`src/rtl/cordic_angle_sequencer_pkg.sv`:
```
// Shared constants, FSM state encoding and result payload for the CORDIC angle sequencer.
// Angles in Q3.16 (input) and Q2.16 (reduced angle, cos/sin).
package cordic_angle_sequencer_pkg;

   localparam int unsigned Q_FRAC     = 16;
   localparam int unsigned ANGLE_IN_W = 19;
   localparam int unsigned DATA_W     = 18;
   localparam int          PI_Q       = 205887;
   localparam int          HALF_PI_Q  = 102944;

   typedef enum logic [2:0] {
      ST_IDLE  = 3'd0,
      ST_START = 3'd1,
      ST_DRAIN = 3'd2,
      ST_BUSY  = 3'd3,
      ST_HOLD  = 3'd4
   } seq_state_t;

   typedef struct packed {
      logic signed [DATA_W-1:0] cos_v;
      logic signed [DATA_W-1:0] sin_v;
   } trig_t;

   localparam logic signed [DATA_W-1:0] DATA_MAX = {1'b0, {(DATA_W-1){1'b1}}};
   localparam logic signed [DATA_W-1:0] DATA_MIN = {1'b1, {(DATA_W-1){1'b0}}};

   // Two's-complement negate that maps the most negative code to the most positive one.
   function automatic logic signed [DATA_W-1:0] sat_neg(input logic signed [DATA_W-1:0] x);
      logic signed [DATA_W-1:0] r;
      if (x == DATA_MIN) r = DATA_MAX;
      else               r = -x;
      return r;
   endfunction

endpackage

```
`src/rtl/cordic_angle_sequencer_quadrant_map.sv`:
```
// Combinational clamp to [-pi, pi] and fold into [-pi/2, pi/2] with a cos/sin negate flag.
module cordic_angle_sequencer_quadrant_map
   import cordic_angle_sequencer_pkg::*;
(
   input  logic signed [ANGLE_IN_W-1:0] angle,
   output logic signed [DATA_W-1:0]     reduced,
   output logic                         neg
);

   localparam logic signed [ANGLE_IN_W-1:0] PI_S       = ANGLE_IN_W'(PI_Q);
   localparam logic signed [ANGLE_IN_W-1:0] NEG_PI_S   = ANGLE_IN_W'(-PI_Q);
   localparam logic signed [ANGLE_IN_W-1:0] HALF_S     = ANGLE_IN_W'(HALF_PI_Q);
   localparam logic signed [ANGLE_IN_W-1:0] NEG_HALF_S = ANGLE_IN_W'(-HALF_PI_Q);

   logic signed [ANGLE_IN_W-1:0] clamped;
   logic signed [ANGLE_IN_W-1:0] folded;

   always_comb begin
      clamped = angle;
      if (angle > PI_S)          clamped = PI_S;
      else if (angle < NEG_PI_S) clamped = NEG_PI_S;
   end

   // A shift by pi negates both cos and sin; exactly +-pi/2 stays unfolded.
   always_comb begin
      folded = clamped;
      neg    = 1'b0;
      if (clamped > HALF_S) begin
         folded = clamped - PI_S;
         neg    = 1'b1;
      end else if (clamped < NEG_HALF_S) begin
         folded = clamped + PI_S;
         neg    = 1'b1;
      end
   end

   // Folded range is within +-pi/2, so the top bit is redundant.
   assign reduced = DATA_W'(folded);

endmodule

```
`src/rtl/cordic_angle_sequencer.sv`:
```
// Front-end sequencer for the iterative CORDIC: folds the angle, runs the core, sign-corrects cos/sin.
// Optional watchdog on the CORDIC wait enabled by defining CORDIC_SEQ_TIMEOUT_EN.
module cordic_angle_sequencer
   import cordic_angle_sequencer_pkg::*;
#(
   parameter int unsigned FRAC           = Q_FRAC,
   parameter int unsigned TIMEOUT_CYCLES = 64
) (
   input  logic                  clk,
   input  logic                  rst_n,
   input  logic                  in_valid,
   output logic                  in_ready,
   input  logic [ANGLE_IN_W-1:0] in_angle,
   output logic [DATA_W-1:0]     cordic_angle,
   output logic                  cordic_init,
   input  logic                  cordic_done,
   input  logic [DATA_W-1:0]     cordic_cos,
   input  logic [DATA_W-1:0]     cordic_sin,
   output logic                  out_valid,
   input  logic                  out_ready,
   output logic [DATA_W-1:0]     out_cos,
   output logic [DATA_W-1:0]     out_sin,
   output logic                  out_err
);

   if (FRAC != Q_FRAC || TIMEOUT_CYCLES < 2) begin : g_cfg_check
      $error("cordic_angle_sequencer: FRAC must be %0d and TIMEOUT_CYCLES at least 2", Q_FRAC);
   end

   seq_state_t               state;
   logic                     neg_q;
   trig_t                    result_q;
   trig_t                    corrected;
   logic signed [DATA_W-1:0] reduced;
   logic                     neg;
   logic                     timeout_hit;

   cordic_angle_sequencer_quadrant_map u_quadrant_map (
      .angle   (in_angle),
      .reduced (reduced),
      .neg     (neg)
   );

   always_comb begin
      corrected.cos_v = neg_q ? sat_neg(cordic_cos) : $signed(cordic_cos);
      corrected.sin_v = neg_q ? sat_neg(cordic_sin) : $signed(cordic_sin);
   end

   // Transaction FSM; in_ready, cordic_init and out_valid are registered alongside the state.
   always_ff @(posedge clk or negedge rst_n) begin
      if (!rst_n) begin
         state        <= ST_IDLE;
         in_ready     <= 1'b0;
         cordic_init  <= 1'b0;
         cordic_angle <= '0;
         neg_q        <= 1'b0;
         out_valid    <= 1'b0;
         result_q     <= '0;
      end else begin
         cordic_init <= 1'b0;
         case (state)
            ST_IDLE: begin
               in_ready <= 1'b1;
               if (in_valid && in_ready) begin
                  cordic_angle <= reduced;
                  neg_q        <= neg;
                  in_ready     <= 1'b0;
                  cordic_init  <= 1'b1;
                  state        <= ST_START;
               end
            end
            ST_START: begin
               state <= ST_DRAIN;
            end
            ST_DRAIN: begin
               if (timeout_hit) begin
                  result_q  <= '0;
                  out_valid <= 1'b1;
                  state     <= ST_HOLD;
               end else if (!cordic_done) begin
                  state <= ST_BUSY;
               end
            end
            ST_BUSY: begin
               if (cordic_done) begin
                  result_q  <= corrected;
                  out_valid <= 1'b1;
                  state     <= ST_HOLD;
               end else if (timeout_hit) begin
                  result_q  <= '0;
                  out_valid <= 1'b1;
                  state     <= ST_HOLD;
               end
            end
            ST_HOLD: begin
               if (out_ready) begin
                  out_valid <= 1'b0;
                  in_ready  <= 1'b1;
                  state     <= ST_IDLE;
               end
            end
            default: begin
               in_ready  <= 1'b0;
               out_valid <= 1'b0;
               state     <= ST_IDLE;
            end
         endcase
      end
   end

   assign out_cos = result_q.cos_v;
   assign out_sin = result_q.sin_v;

`ifdef CORDIC_SEQ_TIMEOUT_EN
   localparam int unsigned CNT_W = $clog2(TIMEOUT_CYCLES + 1);

   logic [CNT_W-1:0] tmo_cnt;
   logic             err_q;

   assign timeout_hit = (tmo_cnt == CNT_W'(TIMEOUT_CYCLES - 1));

   // Counts cycles spent waiting on the core; a completed result in the same cycle wins.
   always_ff @(posedge clk or negedge rst_n) begin
      if (!rst_n) begin
         tmo_cnt <= '0;
         err_q   <= 1'b0;
      end else if (state == ST_START) begin
         tmo_cnt <= '0;
         err_q   <= 1'b0;
      end else if (state == ST_DRAIN || state == ST_BUSY) begin
         if (timeout_hit) begin
            if (!(state == ST_BUSY && cordic_done)) err_q <= 1'b1;
         end else begin
            tmo_cnt <= tmo_cnt + CNT_W'(1);
         end
      end
   end

   assign out_err = err_q;
`else
   assign timeout_hit = 1'b0;
   assign out_err     = 1'b0;
`endif

endmodule

```
`config.mk`:
```
export PLATFORM = sky130hd
export DESIGN_NAME = cordic_angle_sequencer
export DESIGN_NICKNAME = d
export VERILOG_FILES = /design/src/rtl/cordic_angle_sequencer_pkg.sv /design/src/rtl/cordic_angle_sequencer_quadrant_map.sv /design/src/rtl/cordic_angle_sequencer.sv
export SDC_FILE = /design/constraint.sdc
export NUM_CORES = 1
export LEC_CHECK = 0
export CAP_MARGIN = 30
export CORE_AREA = 3 3 138 140
export CTS_BUF_LIST = sky130_fd_sc_hd__clkbuf_4
export DETAILED_ROUTE_END_ITERATION = 16
export DIE_AREA = 0 0 141 143
export HOLD_SLACK_MARGIN = 0.02
export PLACE_DENSITY = 0.53
export SLEW_MARGIN = 15
export SYNTH_ARGS = -nofsm -noshare
export SYNTH_HDL_FRONTEND = slang
export SYNTH_SLANG_ARGS = --single-unit
```
`constraint.sdc`:
```
create_clock -name clk -period 2.7 [get_ports clk]
set_clock_uncertainty 0.2 [all_clocks]
set_input_delay 0.54 -clock clk [delete_from_list [all_inputs] [get_ports clk]]
set_output_delay 0.54 -clock clk [all_outputs]
set_load 0.005 [all_outputs]
```
==> results.py <==
metrics = {
    "placed_design": {
        "hpwl_um": 13100,
        "dpl_worst_slack_ns": -1.875,
        "place_congestion": 0.9455,
        "port_buffers": 116,
    },
    "grt": {
        "antenna_found_initial": 1,
        "grt_overflow": 0,
        "grt_pass1_wl_um": 27550,
        "grt_pass1_vias": 5343,
        "grtUsageTotal_pct": 16.89,
        "grt_max_degree": 39,
    },
    "worst_setup_path": {
        "cp_max_fo": 5,
        "crit_required_ns": 2.79,
        "reg2reg_from": "state[1]",
        "critPathLaunchType": "input pin",
        "end_kind": "register",
        "critPathLaunch": "in_angle[3]",
        "critPathArrivalTime_ns": 3.72,
        "worst-setup-path-type": "input pin to register",
    },
    "sta": {
        "fmax_ghz": 0.2758,
        "finalMaxSlewViolations": 0,
        "layout_setup_ws_ns": -0.9259,
        "rsz0062_at_grt": "true",
        "report.final.setup_viol": 36,
        "worst_slew_pin_slew_ns": 0.5695,
        "min_period_ns": 3.626,
        "hold_viol_final": 0,
        "min_period_over_period_pct": 134.3,
        "hold_ws_ns": 0.2685,
        "slew_headroom_pct": 62.03,
    },
    "route": {
        "wl_per_cell_um": 16.95,
        "drc_errors": 0,
        "dr.pass1.iters": 5,
        "num_vias": 5333,
        "vias_per_cell": 5.103,
        "postRouteAntennaNets": 0,
        "dr.first_iter.drc_count": 277,
        "wl_um": 17710,
    },
    "die": {
        "die_h_um": 143,
        "coreArea_um2": 17960,
        "ios": 118,
        "die_w_um": 141,
        "initial_utilization_pct": 24.71,
        "dieArea_um2": 20160,
        "placementRows": 49,
    },
    "synth": {
        "yosys_warnings": 0,
        "yosysTopAreaCell": "dfrtp_1",
        "synthCells": 556,
        "synth_common_cells": "74 x nor2_1, 61 x dfrtp_1, 58 x a21oi_1",
        "synth.cell_area_um2": 4438,
        "synth_cell_type_count": 76,
        "ys_seq_area_share_pct": 34.40,
        "synth.area.top_cells": "dfrtp_1 34%, a21oi_1 6.5%, nor2_1 6.3%, xor2_1 5.5%, o21ai_0 4.4%",
        "ys_ff_latch": 61,
        "syn_area_per_cell_um2": 7.982,
        "synth_ff_type": "dfrtp_1",
        "synth_nets": 621,
        "synth_top_area_share_pct": 34.40,
        "synth-async-reset-ratio_pct": 100.0,
        "synth-edff-count": 0,
        "yosysMostFrequentCell": "nor2_1",
    },
    "clock_network": {
        "worst_skew_pair.late_latency_ns": 0.41,
        "cts_tree": "yes",
        "h-tree-depth": 3,
        "cts.sinks": 61,
        "cts_buffer_depth": 2,
        "path_clk_slew_ns": 0.10,
        "ctsRootBufferMaster": "clkbuf_4",
        "numCtsBuffers": 9,
    },
    "cells_and_area": {
        "final_nets": 872,
        "syn_to_final_growth_pct": 76.12,
        "nFillCells": 1778,
        "drive_gt1_share_pct": 34.61,
        "final_util_pct": 43.51,
    },
    "power": {
        "p_total_mw": 5.376,
        "p_leak_nw": 3.221,
        "p_per_area_nw_per_um2": 687.7,
        "ir_drop_mv": 0.4193,
    },
    "min_path": {
        "hold_path.class": "input pin to register",
        "worstHoldStart": "cordic_sin[0]",
    },
    "outcome": {
        "status": "finished with violations",
        "violations": "negative setup slack",
    },
    "run": {
        "cap_violations": 0,
    },
}
-- stage by stage --
| step | std cells | area (µm²) | TNS (ns) |
|---|---|---|---|
| global placement | 999 | 6925 | -52.60 |
| finish | 1045 | 7816 | -16.46 |
| CTS | 1030 | 7467 | -15.03 |
| global route | 1045 | 7816 | -19.81 |
| detailed placement | 999 | 6925 | -55.34 |
| floorplan | 556 | 4616 | -37.53 |
-- state kept, by name, summed over array words and instances (netlist names) --
name / count
out_cos: 18
cordic_angle: 18
state: 3
cordic_init: 1
neg_q: 1
out_valid: 1
in_ready: 1
out_sin: 18
-- report_power, final --
group / internal, mW / leakage [nW] / switching, mW
Clock: 0.391 / 0.0822 / 0.349
Sequential: 1.35 / 0.711 / 0.291
Combinational: 1.67 / 2.43 / 1.33
Total: 3.41 / 3.22 / 1.97
-- worst paths after layout --
kind / cells past startpoint / slack, ns / to
worst max register to register: 5 / 0.53 / cordic_angle[16]
max in group asynchronous: 3 / 1.22 / in_ready
worst min-delay path: 4 / 0.27 / out_sin[0]
worst max-delay path: 19 / -0.93 / cordic_angle[16]
worst min register to register: 2 / 0.30 / out_sin[16]
min in group asynchronous: 2 / 0.43 / out_sin[9]
-- what timing repair did --
item | CTS | global route
hold buffers | 1 | 0
setup endpoints to repair | 37 | 38
gates cloned | 1 | 2
setup buffers | 13 | 9
endpoints found under the hold margin | 23 | 0
resized for setup | 109 | 49
pin swaps | 43 | 23
-- layer usage --
metal	vias up	global-route usage, %	wire, µm
met3	26	2.914	1050
met1	2570	22.40	7939
met2	190	27.95	8276
met4	0	5.813	445
met5	-	0	0
li1	2547	-	-
-- critical path: stages --
cell,delay [ns]
buf_8,0.10
nor4_4,0.30
a21oi_2,0.09
o211ai_1,0.17
a21oi_1,0.10
o31ai_1,0.28
ha_1,0.35
clkinv_2,0.08
a21o_1,0.12
inv_1,0.04
ha_2,0.16
buf_4,0.15
o21a_1,0.13
o32a_1,0.33
o21ai_2,0.17
buf_4,0.14
a21oi_4,0.05
a21boi_0,0.14
o41ai_1,0.27
-- final cells by class --
| class | instances | area (µm²) | area share (%) |
|---|---|---|---|
| Tap cell | 229 | 286.5 | 3.666 |
| Antenna cell | 4 | 10.01 | 0.1281 |
| Inverter | 16 | 76.32 | 0.9765 |
| Clock buffer | 11 | 82.58 | 1.057 |
| Timing Repair Buffer | 280 | 2586 | 33.09 |
| Clock inverter | 5 | 75.07 | 0.9605 |
| Multi-Input combinational cell | 439 | 3173 | 40.60 |
| Sequential cell | 61 | 1526 | 19.53 |
-- placed cells by master, fill, tap and decap left out, types with 9 or more instances in the layout --
cell,count
inv_1,12
a21oi_1,36
o31ai_1,9
o21ai_1,12
dfrtp_1,61
clkbuf_4,11
o21ai_0,25
a21oi_2,20
buf_4,142
clkdlybuf4s50_1,98
nand2_1,45
nand3_1,12
nor2_1,66
buf_6,10
xor2_1,28
-- cells by family after synthesis --
family | Yosys count | synth area share [%]
DFF | 61 | 34.40
and+or+nand+nor | 208 | 23.29
buffers and inverters | 56 | 5.244
muxes | 4 | 0.9304
adders and majority gates | 5 | 1.410
other | 1 | 0.08450
xor gates and xnor gates | 37 | 7.302
AOI/OAI and AO/OA | 184 | 27.35
No activity file was read; power rests on OpenSTA's default activity.
